## src/rtl/lvp_pkg.sv

```systemverilog
// Shared types and geometry helpers for the load-value-prediction responder.
package lvp_pkg;

    typedef enum logic [1:0] {
        IDLE    = 2'd0,
        WAIT    = 2'd1,
        RECOVER = 2'd2
    } lvp_state_e;

    localparam int LVP_DATA_WIDTH    = 32;
    localparam int LVP_ADDR_WIDTH    = 32;
    localparam int LVP_TABLE_ENTRIES = 16;
    localparam int LVP_CONF_BITS     = 2;

    function automatic int lvp_idx_w(input int entries);
        return $clog2(entries);
    endfunction

    // Word-aligned loads: the two byte-offset bits sit below the index.
    function automatic int lvp_tag_w(input int addr_w, input int entries);
        return addr_w - $clog2(entries) - 2;
    endfunction

    localparam int LVP_TAG_W = lvp_tag_w(LVP_ADDR_WIDTH, LVP_TABLE_ENTRIES);

    typedef struct packed {
        logic                     valid;
        logic [LVP_TAG_W-1:0]     tag;
        logic [LVP_DATA_WIDTH-1:0] value;
        logic [LVP_CONF_BITS-1:0] conf;
    } lvp_entry_t;

endpackage

```

## src/rtl/lvp_table.sv

```systemverilog
// Direct-mapped last-value table: async-read lookup, one write port applying
// the confidence/value update rule, whole table cleared by reset.
module lvp_table
    import lvp_pkg::*;
#(
    parameter int  DATA_WIDTH    = LVP_DATA_WIDTH,
    parameter int  TABLE_ENTRIES = LVP_TABLE_ENTRIES,
    parameter int  IDX_W         = lvp_idx_w(LVP_TABLE_ENTRIES),
    parameter int  TAG_W         = LVP_TAG_W,
    parameter type entry_t       = lvp_entry_t
)(
    input  logic                  clk,
    input  logic                  rst,
    input  logic [IDX_W-1:0]      i_rd_idx,
    output entry_t                o_rd_entry,
    input  logic                  i_wr_en,
    input  logic [IDX_W-1:0]      i_wr_idx,
    input  logic [TAG_W-1:0]      i_wr_tag,
    input  logic [DATA_WIDTH-1:0] i_wr_data
);

    entry_t r_mem [TABLE_ENTRIES];
    entry_t w_cur;
    entry_t w_next;
    logic   w_hit;

    assign o_rd_entry = r_mem[i_rd_idx];

    always_comb begin
        w_cur  = r_mem[i_wr_idx];
        w_hit  = w_cur.valid && (w_cur.tag == i_wr_tag);
        w_next = w_cur;
        if (w_hit && (w_cur.value == i_wr_data)) begin
            if (w_cur.conf != '1) begin
                w_next.conf = w_cur.conf + 1'b1;
            end
        end else if (w_hit) begin
            w_next.value = i_wr_data;
            w_next.conf  = '0;
        end else begin
            // Miss or empty slot: the new address takes over the entry.
            w_next.valid = 1'b1;
            w_next.tag   = i_wr_tag;
            w_next.value = i_wr_data;
            w_next.conf  = '0;
        end
    end

    always_ff @(posedge clk or posedge rst) begin
        if (rst) begin
            for (int i = 0; i < TABLE_ENTRIES; i++) begin
                r_mem[i] <= '0;
            end
        end else if (i_wr_en) begin
            r_mem[i_wr_idx] <= w_next;
        end
    end

endmodule

```

## src/rtl/load_value_responder.sv

```systemverilog
// Load-value-prediction responder: predicts on request, checks against d-cache
// data, holds recover until acked. One request in flight; lock stalls the next.
module load_value_responder
    import lvp_pkg::*;
#(
    parameter int DATA_WIDTH    = 32,
    parameter int ADDR_WIDTH    = 32,
    parameter int TABLE_ENTRIES = 16,
    parameter int CONF_BITS     = 2,
    parameter int CONF_THRESH   = 2
)(
    input  logic                  clk,
    input  logic                  rst,
    input  logic                  req_valid,
    input  logic [ADDR_WIDTH-1:0] req_addr,
    output logic                  req_ready,
    output logic                  pred_valid,
    output logic [DATA_WIDTH-1:0] pred_data,
    input  logic                  mem_valid,
    input  logic [DATA_WIDTH-1:0] mem_data,
    output logic                  recover,
    input  logic                  recover_ack,
    output logic                  lock,
    output logic                  done
);

    localparam int IDX_W = lvp_idx_w(TABLE_ENTRIES);
    localparam int TAG_W = lvp_tag_w(ADDR_WIDTH, TABLE_ENTRIES);
    localparam logic [CONF_BITS-1:0] THRESH = CONF_BITS'(CONF_THRESH);

    typedef struct packed {
        logic                  valid;
        logic [TAG_W-1:0]      tag;
        logic [DATA_WIDTH-1:0] value;
        logic [CONF_BITS-1:0]  conf;
    } entry_t;

    lvp_state_e            r_state, w_state_nxt;
    logic [IDX_W-1:0]      r_idx, w_idx_nxt;
    logic [TAG_W-1:0]      r_tag, w_tag_nxt;
    logic                  r_pred_valid, w_pred_valid_nxt;
    logic [DATA_WIDTH-1:0] r_pred_data, w_pred_data_nxt;
    logic                  r_done, w_done_nxt;
    logic                  w_wr_en;
    logic                  w_predict;
    entry_t                w_lookup;
    logic [IDX_W-1:0]      w_req_idx;
    logic [TAG_W-1:0]      w_req_tag;
    logic [1:0]            w_unused_byte_ofs;

    assign w_req_idx         = req_addr[IDX_W+1:2];
    assign w_req_tag         = req_addr[ADDR_WIDTH-1:IDX_W+2];
    assign w_unused_byte_ofs = req_addr[1:0];

    lvp_table #(
        .DATA_WIDTH   (DATA_WIDTH),
        .TABLE_ENTRIES(TABLE_ENTRIES),
        .IDX_W        (IDX_W),
        .TAG_W        (TAG_W),
        .entry_t      (entry_t)
    ) u_table (
        .clk       (clk),
        .rst       (rst),
        .i_rd_idx  (w_req_idx),
        .o_rd_entry(w_lookup),
        .i_wr_en   (w_wr_en),
        .i_wr_idx  (r_idx),
        .i_wr_tag  (r_tag),
        .i_wr_data (mem_data)
    );

    assign w_predict = w_lookup.valid && (w_lookup.tag == w_req_tag) &&
                       (w_lookup.conf >= THRESH);

    always_comb begin
        w_state_nxt      = r_state;
        w_idx_nxt        = r_idx;
        w_tag_nxt        = r_tag;
        w_pred_valid_nxt = r_pred_valid;
        w_pred_data_nxt  = r_pred_data;
        w_done_nxt       = 1'b0;
        w_wr_en          = 1'b0;
        case (r_state)
            IDLE: begin
                if (req_valid) begin
                    w_state_nxt      = WAIT;
                    w_idx_nxt        = w_req_idx;
                    w_tag_nxt        = w_req_tag;
                    w_pred_valid_nxt = w_predict;
                    w_pred_data_nxt  = w_predict ? w_lookup.value : '0;
                end
            end
            WAIT: begin
                if (mem_valid) begin
                    w_wr_en = 1'b1;
                    if (r_pred_valid && (mem_data != r_pred_data)) begin
                        w_state_nxt = RECOVER;
                    end else begin
                        w_state_nxt      = IDLE;
                        w_done_nxt       = 1'b1;
                        w_pred_valid_nxt = 1'b0;
                        w_pred_data_nxt  = '0;
                    end
                end
            end
            RECOVER: begin
                if (recover_ack) begin
                    w_state_nxt      = IDLE;
                    w_done_nxt       = 1'b1;
                    w_pred_valid_nxt = 1'b0;
                    w_pred_data_nxt  = '0;
                end
            end
            default: begin
                w_state_nxt      = IDLE;
                w_pred_valid_nxt = 1'b0;
                w_pred_data_nxt  = '0;
            end
        endcase
    end

    always_ff @(posedge clk or posedge rst) begin
        if (rst) begin
            r_state      <= IDLE;
            r_idx        <= '0;
            r_tag        <= '0;
            r_pred_valid <= 1'b0;
            r_pred_data  <= '0;
            r_done       <= 1'b0;
        end else begin
            r_state      <= w_state_nxt;
            r_idx        <= w_idx_nxt;
            r_tag        <= w_tag_nxt;
            r_pred_valid <= w_pred_valid_nxt;
            r_pred_data  <= w_pred_data_nxt;
            r_done       <= w_done_nxt;
        end
    end

    assign req_ready  = (r_state == IDLE);
    assign lock       = (r_state != IDLE);
    assign recover    = (r_state == RECOVER);
    assign pred_valid = r_pred_valid;
    assign pred_data  = r_pred_data;
    assign done       = r_done;

endmodule

```

## config.mk

```make
export PLATFORM = sky130hd
export DESIGN_NAME = load_value_responder
export DESIGN_NICKNAME = d
export VERILOG_FILES = /design/src/rtl/lvp_pkg.sv /design/src/rtl/lvp_table.sv /design/src/rtl/load_value_responder.sv
export SDC_FILE = /design/constraint.sdc
export NUM_CORES = 2
export LEC_CHECK = 0
export CORE_UTILIZATION = 50
export CTS_CLUSTER_SIZE = 14
export DETAILED_ROUTE_END_ITERATION = 6
export PLACE_DENSITY = 0.66
export SYNTH_ARGS = -nofsm -noshare
export SYNTH_HDL_FRONTEND = slang
export SYNTH_SLANG_ARGS = --single-unit
```

## constraint.sdc

```tcl
create_clock -name clk -period 67.8 [get_ports clk]
set_clock_uncertainty 0.15 [all_clocks]
set_input_delay 6.78 -clock clk [delete_from_list [all_inputs] [get_ports clk]]
set_output_delay 6.78 -clock clk [all_outputs]
set_load 0.02 [all_outputs]
```

==> impl_results.md <==
* Most common cell type on the critical path: sky130_fd_sc_hd__buf_4
* Wire length of the first global-routing pass at about 260,000 µm
* Starting density of the core at around half
* Insertion delay to the later sink of the worst-skew pair at ~0.72 ns
* Data arrival time of the critical path at approximately 12 ns
* Power density over cell area at roughly 45 nW/µm²
* Final WL at 175,000 µm
* Maximum cell stage delay along the critical path at between 0.8 and 0.9 ns
* Antenna cells at 0
* Post-Synthesis Mean Instance Area at approximately 14 µm²
* Net count after synthesis at between 4,000 and 5,000
* Via count of the first global-routing pass at around 37,000
* Post-Place Cells at approximately 5,300
* Clock-pin slew on the worst setup and hold paths at 0.06 ns
* Placeable core region at around 110,000 µm²
* Worst max-slew margin expressed relative to the limit at between 10% and 20%
* Number of synthesized flops with an enable pin at 0
* Floorplan die width at 338 µm
* CTS Buf Count at 113
* Max-slew violation count at 0
* Violation count after the first detailed-route iteration at 3,820
* Worst-case clock buffer depth at 3
* Placed wire-length estimate after detailed placement at ~100,000 µm
* Maximum clock rate at 84.3 MHz
* Clock H-tree levels at 3
* Synthesized netlist cell count at between 3,000 and 4,000
* Post-synthesis instance area at 56,300 µm²
* Largest fanout on the critical path at 73
* Top cell type's share of synthesized area at between 40% and 50%
* Die footprint at 114,000 µm²
* Number of warning messages in the yosys log at 0
* Worst hold margin at between 0.3 and 0.4 ns
* Drt via density at around 6.7
* Endpoint type of the worst setup path: flop
* Row cnt at ~120
* Die extent in y at approximately 340 µm
* Post-route DRC violation count at 0
* CTS Hold Buffers Added at 0
* Final core utilization at 55.7%
* Post-synthesis to final-layout area growth at 9.82%
* Remaining global-route overflow at 0
* Path category of the worst min-delay check: reg2reg
* Slowest-stage cell, CP: sky130_fd_sc_hd__buf_4
* Post-route insts no fill at 5,485
* Drt first pass iters at 5
* Critical path cell sequence: buf_8, buf_4, buf_4, mux4_2, mux4_2, xor2_1, nor4_1, nand4_1, nor4b_4, buf_4, a22o_1
* Type of element launching the critical path: input pin
* Root buf cell: sky130_fd_sc_hd__clkbuf_16
* Post-route clock period utilization at 17.5%
* Bufs and invs on worst path at 4
* CTS tree: done
* Placer's final routability congestion estimate at 0.886
* Post-CTS Repair Setup Buffers at 0
* Crit path time final at between 10 and 15 ns
* Count of maximum capacitance violations at 0
* Crit Path Category: in2reg
* Worst Tran Pin Value at ~1.3 ns
* Remaining antenna violation count at 0
* Detail-routed net length per standard cell at 31.9 µm
* Layout cells sized above 1 at 41.6%
* # clock sinks at around 1,000
* Flops & latches, synth at between 1,000 and 1,500
* Number of antenna violations at the first check in global routing at 4
* Number of buffers inserted by port buffering at 103
* Overall Global Routing Usage at 31.4%
* Setup TNS Final at 0 ns
* Family with the most delay on the worst path: buffers and inverters
* Sequential-to-total area share from yosys stat at a little under half
* Largest net degree at the start of global routing at roughly 150
* Setup repair after global routing missed its margin: no
* Detailed-route via count at 36,700
* Top post-synthesis cells by area: sky130_fd_sc_hd__dfrtp_1 46%, sky130_fd_sc_hd__mux2_2 18%, sky130_fd_sc_hd__mux4_2 17%
* Pleak at between 20 and 30 nW
* Number of top-level pins at between 100 and 150
* Distinct cells, synth at 65
* Post-synth top area cell: sky130_fd_sc_hd__dfrtp_1
* Peak VDD IR at 0.0240 mV
* Post-CTS resize count at 0
* Worst Slack Setup Final at 55.93 ns
* Nets at slightly below 4,000
* Synth Flop Type: sky130_fd_sc_hd__dfrtp_1
* Data required time of the critical path at roughly 68 ns
* Async S/R FF share, synth at between 90% and 100%
* Setup Viol. Count Final at 0
* Most frequent cell after synthesis: sky130_fd_sc_hd__dfrtp_1
* Hold violation total from the final report at 0
* Worst setup timing slack at the placement stage at roughly 55 ns
* Status: finished, final reports clean
* Ranking of synthesized cells by instance count: 1,042 x sky130_fd_sc_hd__dfrtp_1, 905 x sky130_fd_sc_hd__mux2_2, 437 x sky130_fd_sc_hd__mux4_2, 260 x sky130_fd_sc_hd__nand2_1, 223 x sky130_fd_sc_hd__mux2i_1
layout make-up:
cell class                      count  area [µm²]
Multi-Input combinational cell   2520       28200
Sequential cell                  1042       26100
Inverter                           37         146
Timing Repair Buffer              194        1780
Fill cell                        9187       49200
Clock inverter                     33         465
Tap cell                         1488        1860
Clock buffer                      171        3320
logic make-up after synthesis:
logic type | after synthesis | synth area share [%]
multiplexers | 1565 | 39.5
flip-flops | 1042 | 46.3
AND/OR/NAND/NOR | 481 | 3.97
buffers and inverters | 437 | 3.92
AO/OA/AOI/OAI | 344 | 4.28
XOR/XNOR | 127 | 1.97
adder cells (fa/ha/maj) | 3 | 0.0666
where the power goes:
part / total [mW] / leakage (nW) / internal [mW] / switching [mW]
clock: 0.638 / 1.86 / 0.374 / 0.264
sequential: 1.07 / 13.8 / 0.845 / 0.227
combinational: 1.09 / 11.7 / 0.549 / 0.537
total: 2.80 / 27.3 / 1.77 / 1.03
metrics by stage:
step	instance area, µm²	power [mW]
2_1_floorplan	56300	1.81
3_3_place_gp	58100	2.12
3_5_place_dp	58100	2.15
4_1_cts	61900	2.79
5_1_grt	61900	2.92
6_report	61900	2.80
state kept, by name, summed over array words and instances, names as in the netlist:
signal and cells:
pred_data 32, pred_valid 1, u_table.r_mem 976, r_idx 4, r_tag 26, r_state 2
done 1
path summary, 6_finish.rpt:
kind / start / slack [ns] / to / cells after the start
min in group asynchronous: rst / 6.42 / pred_data[23]$_DFFE_PP0P_ / 2
setup reg to reg: r_idx[3]$_DFFE_PP0P_ / 60.89 / u_table.r_mem[157]$_DFFE_PP0P_ / 7
hold / removal: u_table.r_mem[183]$_DFFE_PP0P_ / 0.34 / u_table.r_mem[183]$_DFFE_PP0P_ / 2
hold reg to reg: u_table.r_mem[183]$_DFFE_PP0P_ / 0.34 / u_table.r_mem[183]$_DFFE_PP0P_ / 2
setup / recovery: req_addr[2] / 55.93 / pred_data[25]$_DFFE_PP0P_ / 11
max in group asynchronous: rst / 57.12 / u_table.r_mem[117]$_DFFE_PP0P_ / 6
cell usage in the layout (no fill, tap or decap), types with 52 or more instances in the layout:
cell type                            n
sky130_fd_sc_hd__dfrtp_1          1038
sky130_fd_sc_hd__mux2_2            905
sky130_fd_sc_hd__mux4_2            437
sky130_fd_sc_hd__nand2_1           257
sky130_fd_sc_hd__mux2i_1           223
sky130_fd_sc_hd__clkbuf_16         115
sky130_fd_sc_hd__clkdlybuf4s50_1    99
sky130_fd_sc_hd__buf_4              88
sky130_fd_sc_hd__o21ai_0            83
sky130_fd_sc_hd__xor2_1             73
sky130_fd_sc_hd__xnor2_1            54
sky130_fd_sc_hd__a22oi_1            52
worst min-delay path, delay by kind of cell (launching register included):
kind / cells / cell delay, ns
flops: 1 / 0.34
compound gates: 1 / 0.06
simple gates: 1 / 0.05
routing by layer:
metal / track usage [%] / share of wire, % / vias to the layer above
li1: - / - / 14900
met2: 48.1 / 46 / 1595
met5: 0 / 0.027 / -
met1: 44.6 / 42 / 19800
met4: 11.1 / 3.6 / 8
met3: 6.25 / 8.2 / 342
Note: power is estimated with default switching activity, not from simulation.
